File: src/rtl/dmem_arbiter_if.sv
// Bundle of CPU, debug and RAM signals around the data-memory arbiter.
// slave: arbiter side. master: CPU / debug requester / RAM side.
interface dmem_arbiter_if #(
   parameter int DATA_WIDTH = 32,
   parameter int ADDR_WIDTH = 10
);
   logic                  cpu_req;
   logic                  cpu_we;
   logic [ADDR_WIDTH-1:0] cpu_addr;
   logic [DATA_WIDTH-1:0] cpu_wdata;
   logic [DATA_WIDTH-1:0] cpu_rdata;
   logic                  cpu_stall;

   logic                  dbg_req;
   logic                  dbg_we;
   logic [ADDR_WIDTH-1:0] dbg_addr;
   logic [DATA_WIDTH-1:0] dbg_wdata;
   logic                  dbg_ack;
   logic [DATA_WIDTH-1:0] dbg_rdata;

   logic                  mem_w_en;
   logic [ADDR_WIDTH-1:0] mem_addr;
   logic [DATA_WIDTH-1:0] mem_w_data;
   logic [DATA_WIDTH-1:0] mem_r_data;

   logic [15:0]           dbg_xfer_cnt;

   modport slave (
      input  cpu_req, cpu_we, cpu_addr, cpu_wdata,
      output cpu_rdata, cpu_stall,
      input  dbg_req, dbg_we, dbg_addr, dbg_wdata,
      output dbg_ack, dbg_rdata,
      output mem_w_en, mem_addr, mem_w_data,
      input  mem_r_data,
      output dbg_xfer_cnt
   );

   modport master (
      output cpu_req, cpu_we, cpu_addr, cpu_wdata,
      input  cpu_rdata, cpu_stall,
      output dbg_req, dbg_we, dbg_addr, dbg_wdata,
      input  dbg_ack, dbg_rdata,
      input  mem_w_en, mem_addr, mem_w_data,
      output mem_r_data,
      input  dbg_xfer_cnt
   );
endinterface

File: src/rtl/dmem_arbiter.sv
// Data-RAM arbiter: CPU load/store port has priority, debug port (4-phase
// req/ack) is granted when the CPU is idle or after STARVE_MAX blocked cycles.
//
// state  | meaning
// -------+------------------------------------------------------------
// S_IDLE | no debug request pending, CPU owns the RAM
// S_WAIT | debug request blocked by CPU traffic, r_wait_cnt counts it
// S_DBG  | one-cycle debug grant, RAM muxed to the debug port
// S_ACK  | debug done, dbg_ack high until dbg_req falls, CPU owns RAM
module dmem_arbiter #(
   parameter int DATA_WIDTH = 32,
   parameter int ADDR_WIDTH = 10,
   parameter int STARVE_MAX = 4    // 1..15, must fit the 4-bit wait counter
) (
   input  logic          clk,
   input  logic          reset,
   dmem_arbiter_if.slave bus
);

   typedef enum logic [1:0] {
      S_IDLE = 2'd0,
      S_WAIT = 2'd1,
      S_DBG  = 2'd2,
      S_ACK  = 2'd3
   } state_t;

   localparam logic [3:0] LP_STARVE_MAX = 4'(STARVE_MAX);

   state_t                r_state;
   logic [3:0]            r_wait_cnt;
   logic                  r_dbg_ack;
   logic [DATA_WIDTH-1:0] r_dbg_rdata;
   logic [15:0]           r_xfer_cnt;

   logic                  w_sel_dbg;
   logic                  w_mem_w_en;
   logic [ADDR_WIDTH-1:0] w_mem_addr;
   logic [DATA_WIDTH-1:0] w_mem_w_data;

   assign w_sel_dbg = (r_state == S_DBG);

   // RAM port mux: debug owns the RAM only during the single S_DBG cycle
   always_comb begin
      w_mem_w_en   = bus.cpu_req & bus.cpu_we;
      w_mem_addr   = bus.cpu_addr;
      w_mem_w_data = bus.cpu_wdata;
      if (w_sel_dbg) begin
         w_mem_w_en   = bus.dbg_we;
         w_mem_addr   = bus.dbg_addr;
         w_mem_w_data = bus.dbg_wdata;
      end
   end

   // Gating with reset kills a pending write combinationally, before the edge
   assign bus.mem_w_en     = reset & w_mem_w_en;
   assign bus.mem_addr     = w_mem_addr;
   assign bus.mem_w_data   = w_mem_w_data;
   assign bus.cpu_rdata    = bus.mem_r_data;
   assign bus.cpu_stall    = reset & bus.cpu_req & w_sel_dbg;
   assign bus.dbg_ack      = r_dbg_ack;
   assign bus.dbg_rdata    = r_dbg_rdata;
   assign bus.dbg_xfer_cnt = r_xfer_cnt;

   // Arbitration FSM with registered ack, read data and transfer counter
   always_ff @(posedge clk or negedge reset) begin
      if (!reset) begin
         r_state     <= S_IDLE;
         r_wait_cnt  <= '0;
         r_dbg_ack   <= 1'b0;
         r_dbg_rdata <= '0;
         r_xfer_cnt  <= '0;
      end else begin
         case (r_state)
            S_IDLE: begin
               if (bus.dbg_req) begin
                  if (bus.cpu_req) begin
                     r_state    <= S_WAIT;
                     r_wait_cnt <= 4'd1;
                  end else begin
                     r_state <= S_DBG;
                  end
               end
            end
            S_WAIT: begin
               if (!bus.dbg_req) begin
                  r_state    <= S_IDLE;
                  r_wait_cnt <= '0;
               end else if (!bus.cpu_req || (r_wait_cnt >= LP_STARVE_MAX)) begin
                  r_state <= S_DBG;
               end else begin
                  r_wait_cnt <= r_wait_cnt + 4'd1;
               end
            end
            S_DBG: begin
               // Read data is captured before the write lands, so a read
               // sees the word as it was before this edge
               r_dbg_rdata <= bus.mem_r_data;
               r_state     <= S_ACK;
               r_wait_cnt  <= '0;
               r_dbg_ack   <= 1'b1;
               if (r_xfer_cnt != 16'hFFFF) begin
                  r_xfer_cnt <= r_xfer_cnt + 16'd1;
               end
            end
            S_ACK: begin
               if (!bus.dbg_req) begin
                  r_state   <= S_IDLE;
                  r_dbg_ack <= 1'b0;
               end
            end
            default: begin
               r_state   <= S_IDLE;
               r_dbg_ack <= 1'b0;
            end
         endcase
      end
   end

endmodule

File: src/flat_wrapper.sv
// flat-port wrapper written by rule: the top's interface ports become plain ports
module dmem_arbiter_flat 
#(
   parameter int DATA_WIDTH = 32,
   parameter int ADDR_WIDTH = 10,
   parameter int STARVE_MAX = 4                                             
)
  (clk, reset, bus_cpu_req, bus_cpu_we, bus_cpu_addr, bus_cpu_wdata, bus_cpu_rdata, bus_cpu_stall, bus_dbg_req, bus_dbg_we, bus_dbg_addr, bus_dbg_wdata, bus_dbg_ack, bus_dbg_rdata, bus_mem_w_en, bus_mem_addr, bus_mem_w_data, bus_mem_r_data, bus_dbg_xfer_cnt);
  dmem_arbiter_if #(.DATA_WIDTH(DATA_WIDTH), .ADDR_WIDTH(ADDR_WIDTH)) bus_i ();
  input  logic clk;
  input  logic reset;
  input wire logic [$bits(bus_i.cpu_req)-1:0] bus_cpu_req;
  input wire logic [$bits(bus_i.cpu_we)-1:0] bus_cpu_we;
  input wire logic [$bits(bus_i.cpu_addr)-1:0] bus_cpu_addr;
  input wire logic [$bits(bus_i.cpu_wdata)-1:0] bus_cpu_wdata;
  output wire logic [$bits(bus_i.cpu_rdata)-1:0] bus_cpu_rdata;
  output wire logic [$bits(bus_i.cpu_stall)-1:0] bus_cpu_stall;
  input wire logic [$bits(bus_i.dbg_req)-1:0] bus_dbg_req;
  input wire logic [$bits(bus_i.dbg_we)-1:0] bus_dbg_we;
  input wire logic [$bits(bus_i.dbg_addr)-1:0] bus_dbg_addr;
  input wire logic [$bits(bus_i.dbg_wdata)-1:0] bus_dbg_wdata;
  output wire logic [$bits(bus_i.dbg_ack)-1:0] bus_dbg_ack;
  output wire logic [$bits(bus_i.dbg_rdata)-1:0] bus_dbg_rdata;
  output wire logic [$bits(bus_i.mem_w_en)-1:0] bus_mem_w_en;
  output wire logic [$bits(bus_i.mem_addr)-1:0] bus_mem_addr;
  output wire logic [$bits(bus_i.mem_w_data)-1:0] bus_mem_w_data;
  input wire logic [$bits(bus_i.mem_r_data)-1:0] bus_mem_r_data;
  output wire logic [$bits(bus_i.dbg_xfer_cnt)-1:0] bus_dbg_xfer_cnt;
  assign bus_i.cpu_req = bus_cpu_req;
  assign bus_i.cpu_we = bus_cpu_we;
  assign bus_i.cpu_addr = bus_cpu_addr;
  assign bus_i.cpu_wdata = bus_cpu_wdata;
  assign bus_cpu_rdata = bus_i.cpu_rdata;
  assign bus_cpu_stall = bus_i.cpu_stall;
  assign bus_i.dbg_req = bus_dbg_req;
  assign bus_i.dbg_we = bus_dbg_we;
  assign bus_i.dbg_addr = bus_dbg_addr;
  assign bus_i.dbg_wdata = bus_dbg_wdata;
  assign bus_dbg_ack = bus_i.dbg_ack;
  assign bus_dbg_rdata = bus_i.dbg_rdata;
  assign bus_mem_w_en = bus_i.mem_w_en;
  assign bus_mem_addr = bus_i.mem_addr;
  assign bus_mem_w_data = bus_i.mem_w_data;
  assign bus_i.mem_r_data = bus_mem_r_data;
  assign bus_dbg_xfer_cnt = bus_i.dbg_xfer_cnt;
  dmem_arbiter #(.DATA_WIDTH(DATA_WIDTH), .ADDR_WIDTH(ADDR_WIDTH), .STARVE_MAX(STARVE_MAX)) u_core (.clk(clk), .reset(reset), .bus(bus_i));
endmodule
File: config.mk
export PLATFORM = sky130hd
export DESIGN_NAME = dmem_arbiter_flat
export DESIGN_NICKNAME = d
export VERILOG_FILES = /design/src/rtl/dmem_arbiter_if.sv /design/src/rtl/dmem_arbiter.sv /design/src/flat_wrapper.sv
export SDC_FILE = /design/constraint.sdc
export NUM_CORES = 1
export LEC_CHECK = 0
export CAP_MARGIN = 40
export CORE_MARGIN = 2
export CORE_UTILIZATION = 34
export CTS_CLUSTER_DIAMETER = 50
export DETAILED_ROUTE_END_ITERATION = 7
export HOLD_SLACK_MARGIN = 0.12
export PLACE_DENSITY_LB_ADDON = 0.05
export SETUP_SLACK_MARGIN = 0.1
export SYNTH_ARGS = -nofsm -noshare
export SYNTH_HDL_FRONTEND = slang
export SYNTH_SLANG_ARGS = --single-unit
File: constraint.sdc
create_clock -name clk -period 2.6 [get_ports clk]
set_clock_uncertainty 0.1 [all_clocks]
set_input_delay 0.26 -clock clk [delete_from_list [all_inputs] [get_ports clk]]
set_output_delay 0.26 -clock clk [all_outputs]
set_load 0.01 [all_outputs]
# Word level (Yosys, flattened, before mapping)
# Cells that the tools add are included.
# totals
register_bits	55
latch_bits	0
ramBits	0
mem_bits_ro	0
in_bits	122
output_inout_bits	125
n_memories	0
# op_classes
add_sub_neg	2
mul	0
div_mod_pow	0
magnitude_cmp	1
eq_ne	9
shifts	0
mux	16
bitwise_logic	4
reduce_logical	9
# op_table
operator	count
32-bit 2-to-1 mux	1
16-bit by 1-bit adder with 16-bit output (second input constant)	1
4-bit 2-to-1 mux	4
16-bit inequality test (second input constant)	1
4-bit case mux with 3 select lines	1
10-bit 2-to-1 mux	1
2-bit 2-to-1 mux	5
2-bit case mux with 4 select lines	1
2-bit inequality test (second input constant)	3
4-bit by 1-bit adder with 4-bit output (second input constant)	1
1-bit AND	4
2-bit equality test (second input constant)	2
4-bit by 3-bit >= comparator with 1-bit output (second input constant)	1
2-bit AND reduction	2
4-bit AND reduction	1
3-bit by 2-bit inequality test with 1-bit output (second input constant)	1
3-bit inequality test (second input constant)	1
3-bit AND reduction	1
3-bit nonzero test	1
2-bit by 1-bit equality test with 1-bit output (second input constant)	1
2-bit logical NOT	1
1-bit 2-to-1 mux	2
1-bit case mux with 2 select lines	1
2-bit nonzero test	1
other kinds (2)	2

# Depth between registers and ports, before layout
# logic_depth
depth_word	5
depth_mapped	7
mapped_depth_nobuf	6

# Least setup slack after synthesis
# No wires, ideal clock.
# synth_timing
path_type	register -> output
from	register u_core.r_state[0]
to	output bus_mem_addr[5]
arrival_time_ps	1635
t_required_ps	2240
slack_ps	605
stages_incl_launch_ff	6
n_path_buf	2
path_cell_list	dfrtp_1 inv_1 ha_1 clkbuf_1 buf_1 mux2_2
# synth_via
elab_chain_len	2
# synth_rtl
element	line	text
start, declared	dmem_arbiter.sv:29	state_t r_state;
start signal, assigned	dmem_arbiter.sv:67	r_state <= S_IDLE;
start signal, assigned	dmem_arbiter.sv:77	r_state <= S_WAIT;
start signal, assigned	dmem_arbiter.sv:80	r_state <= S_DBG;
2-bit equality test	dmem_arbiter.sv:40	assign w_sel_dbg = (r_state == S_DBG);
10-bit 2-to-1 mux	dmem_arbiter.sv:47	if (w_sel_dbg) begin
end, declared	flat_wrapper.sv:25	output wire logic [$bits(bus_i.mem_addr)-1:0] bus_mem_addr;
# Every way passes these cells.

# Worst setup path in the final report
# layout_timing
from	register u_core.r_state[0]
to	output bus_mem_w_data[27]
# layout_via
elab_chain_len	2
# layout_rtl
element	line	text
2-bit equality test	dmem_arbiter.sv:40	
32-bit 2-to-1 mux	dmem_arbiter.sv:47	
end, declared	flat_wrapper.sv:26	output wire logic [$bits(bus_i.mem_w_data)-1:0] bus_mem_w_data;
# Every way passes these cells.

==> impl_metrics.toml <==
[run_status]
outcome = "complete, no violations"

[floorplan]
die_h_um = 100
ios = 247
num_rows = 35
die-area_um2 = 10100
die_w_um = 100
core-area_um2 = 9110
initial_core_util_pct = 34.7

[grt]
grt_pass1_vias = 2981
overflow = 0
grt_max_degree = 56
groute.usage.overall_pct = 17.6
grt_antenna_before_repair = 0
grt_pass1_wl_mm = 14.0

[clocking]
cts.path.max_buffers = 2
htreeDepth = 2
cts_root_buffer = "clkbuf_8"
cts.clk_slew.worst_paths_ps = 100
clock-sinks = 55
clk_latency_ps = 310
cts_buffers = 5
cts_tree = "yes"

[place]
place_area_um2 = 5540
dp_hpwl_mm = 7.46
portBuffers = 246
finalWeightedCongestion = 0.735

[setup_path]
r2r_end = "u_core.bus.dbg_xfer_cnt[1]"
cp-startpoint = "u_core.r_state[0]"
cp_data_required_time_ps = 2240
arrival_ps = 2090
cp-end-kind = "output pin"
start_kind = "flip-flop"
critical_path_class = "reg -> out"
worstReg2RegStart = "u_core.bus.dbg_xfer_cnt[0]"
rr_worst_depth = 5
crit_fanout = 13
rrSetupSlack_ps = 460
setup.worst_path.end = "bus_mem_w_data[27]"

[sta]
maxSlewViolCount = 0
finalCritPeriodShare_pct = 94.3
rsz0062_at_grt = "false"
fmax_mhz = 408
final_hold_viol_count = 0
setup_viol = 0
timing.hold.ws_ps = 410
min_period_ps = 2450
setup_tns_ps = 0
maxSlewHeadroom_pct = 55.4
tightest_slew_ps = 670

[yosys]
synthCells = 269
synth_ff_type = "dfrtp_1"
postSynthAreaPerCell_um2 = 11.7
ys_warn_count = 0
yosysMostFrequentCell = "mux2_2"
synth_edf_count = 0
async_reset_ff_share_pct = 100
ys_ff_latch = 55
synth_nets = 398
synth_area_um2 = 3160
yosysSeqAreaShare_pct = 43.6
synthTopCellsByCount = "mux2_2, dfrtp_1, buf_4"
yosysTopAreaCell = "dfrtp_1"
synth.top_cells.by_area = "dfrtp_1, mux2_2, buf_4"
yosysUniqueCellTypes = 33
synth_top_area_share_pct = 43.6

[finish]
design_area_um2 = 5770
layout-drive-gt1-share_pct = 21.2
final.fill_count = 750
multiInputGateArea_um2 = 1490
diodes = 0
nNetsFinal = 623
synthToLayoutAreaGrowth_pct = 82.7
regArea_um2 = 1380

[detailed_routing]
final_antenna_net_count = 0
via_count = 2884
drt_iter0_markers = 48
post_drt_wl_per_cell_um = 15.6
wirelength_mm = 9.47
drt_first_pass_iters = 4
drc = 0
vias_per_cell = 4.76

[pwr]
ir_drop_mv = 0.609
powerDensity_nw_per_um2 = 904
p_leak_nw = 2.34

[min_path]
hold_path_class = "reg -> reg"

[flow_run]
max_cap_viol_count = 0
==> per-layer routing <==
metal | GRT usage [%] | up-vias | share of wire (%)
met5 | 0 | - | 0
met4 | 5.16 | 0 | 1.6
met3 | 6.06 | 7 | 9.3
met2 | 32.9 | 148 | 53
met1 | 18.6 | 1356 | 36
li1 | - | 1373 | -
==> worst min-delay path by stage <==
stage                                   startpoint                       end  cells past startpoint
after floorplan                              reset        u_core.bus.dbg_ack                      0
after global placement    u_core.bus.dbg_rdata[24]  u_core.bus.dbg_rdata[24]                      1
after detailed placement  u_core.bus.dbg_rdata[22]  u_core.bus.dbg_rdata[22]                      1
after CTS                  u_core.bus.dbg_rdata[1]   u_core.bus.dbg_rdata[1]                      1
after global routing      u_core.bus.dbg_rdata[14]  u_core.bus.dbg_rdata[14]                      1
final                      u_core.bus.dbg_rdata[0]   u_core.bus.dbg_rdata[0]                      1
==> flip-flops by register name (all words and copies together) (netlist names) <==
name                     count
u_core.bus.dbg_ack           1
u_core.bus.dbg_rdata        32
u_core.bus.dbg_xfer_cnt     16
u_core.r_state               2
u_core.r_wait_cnt            4
==> logic make-up (layout without fill, tap and decap cells) <==
logic type                 Yosys count  count (layout)  share of synthesized area [%]
DFF                                 55              55                           43.6
xor gates and xnor gates            12              12                           3.33
muxes                               79              79                           28.1
AOI/OAI and AO/OA                   16              16                           3.64
and+or+nand+nor                     54              54                           9.07
adders and majority gates            7               7                           2.77
buffers and inverters               46             272                           9.54
==> repair_timing <==
| item | 4_1_cts | 5_1_grt |
|---|---|---|
| hold buffers | 1 | 0 |
| setup buffers | 2 | 3 |
| resized for setup | 20 | 2 |
| gates cloned | 2 | 1 |
| endpoints found under the hold margin | 55 | 0 |
| setup endpoints to repair | 44 | 24 |
==> placed cells by master (no fill, tap or decap), drive strengths merged, types with 5 or more instances in the layout <==
cell type / n
nand2: 14
a21oi: 7
xnor2: 12
ha: 7
dlygate4sd2: 17
and3: 5
mux2: 77
nor2: 6
buf: 12
clkdlybuf4s50: 226
dfrtp: 55
clkbuf: 8
nand3: 9
nand4: 9
==> critical path, stage by stage, from the launching register on <==
cell,delay [ps]
dfrtp_1,420
inv_2,110
ha_4,240
clkbuf_16,200
mux2_2,330
clkdlybuf4s50_1,480
==> layout make-up <==
cell class / count / share of cell area, %
Clock buffer: 7 / 1.67
Clock inverter: 1 / 0.130
Inverter: 4 / 0.260
Multi-Input combinational cell: 168 / 25.9
Sequential cell: 55 / 23.8
Tap cell: 111 / 2.41
Timing Repair Buffer: 260 / 45.8
==> through the flow <==
step,instances,total power [mW],setup WS (ps),utilization (%)
after floorplan,269,2.98,605,-
after global placement,589,4.51,379,60.9
after detailed placement,589,4.55,343,60.9
after CTS,602,5.20,110,62.8
after global routing,606,5.55,76.0,63.4
final,606,5.22,147,63.4
==> where the power goes <==
part           internal, mW  switching [mW]
logic                  2.06            1.22
clock network         0.243           0.274
registers              1.20           0.218
total                  3.50            1.72
Power figures use the tool's default switching activity.
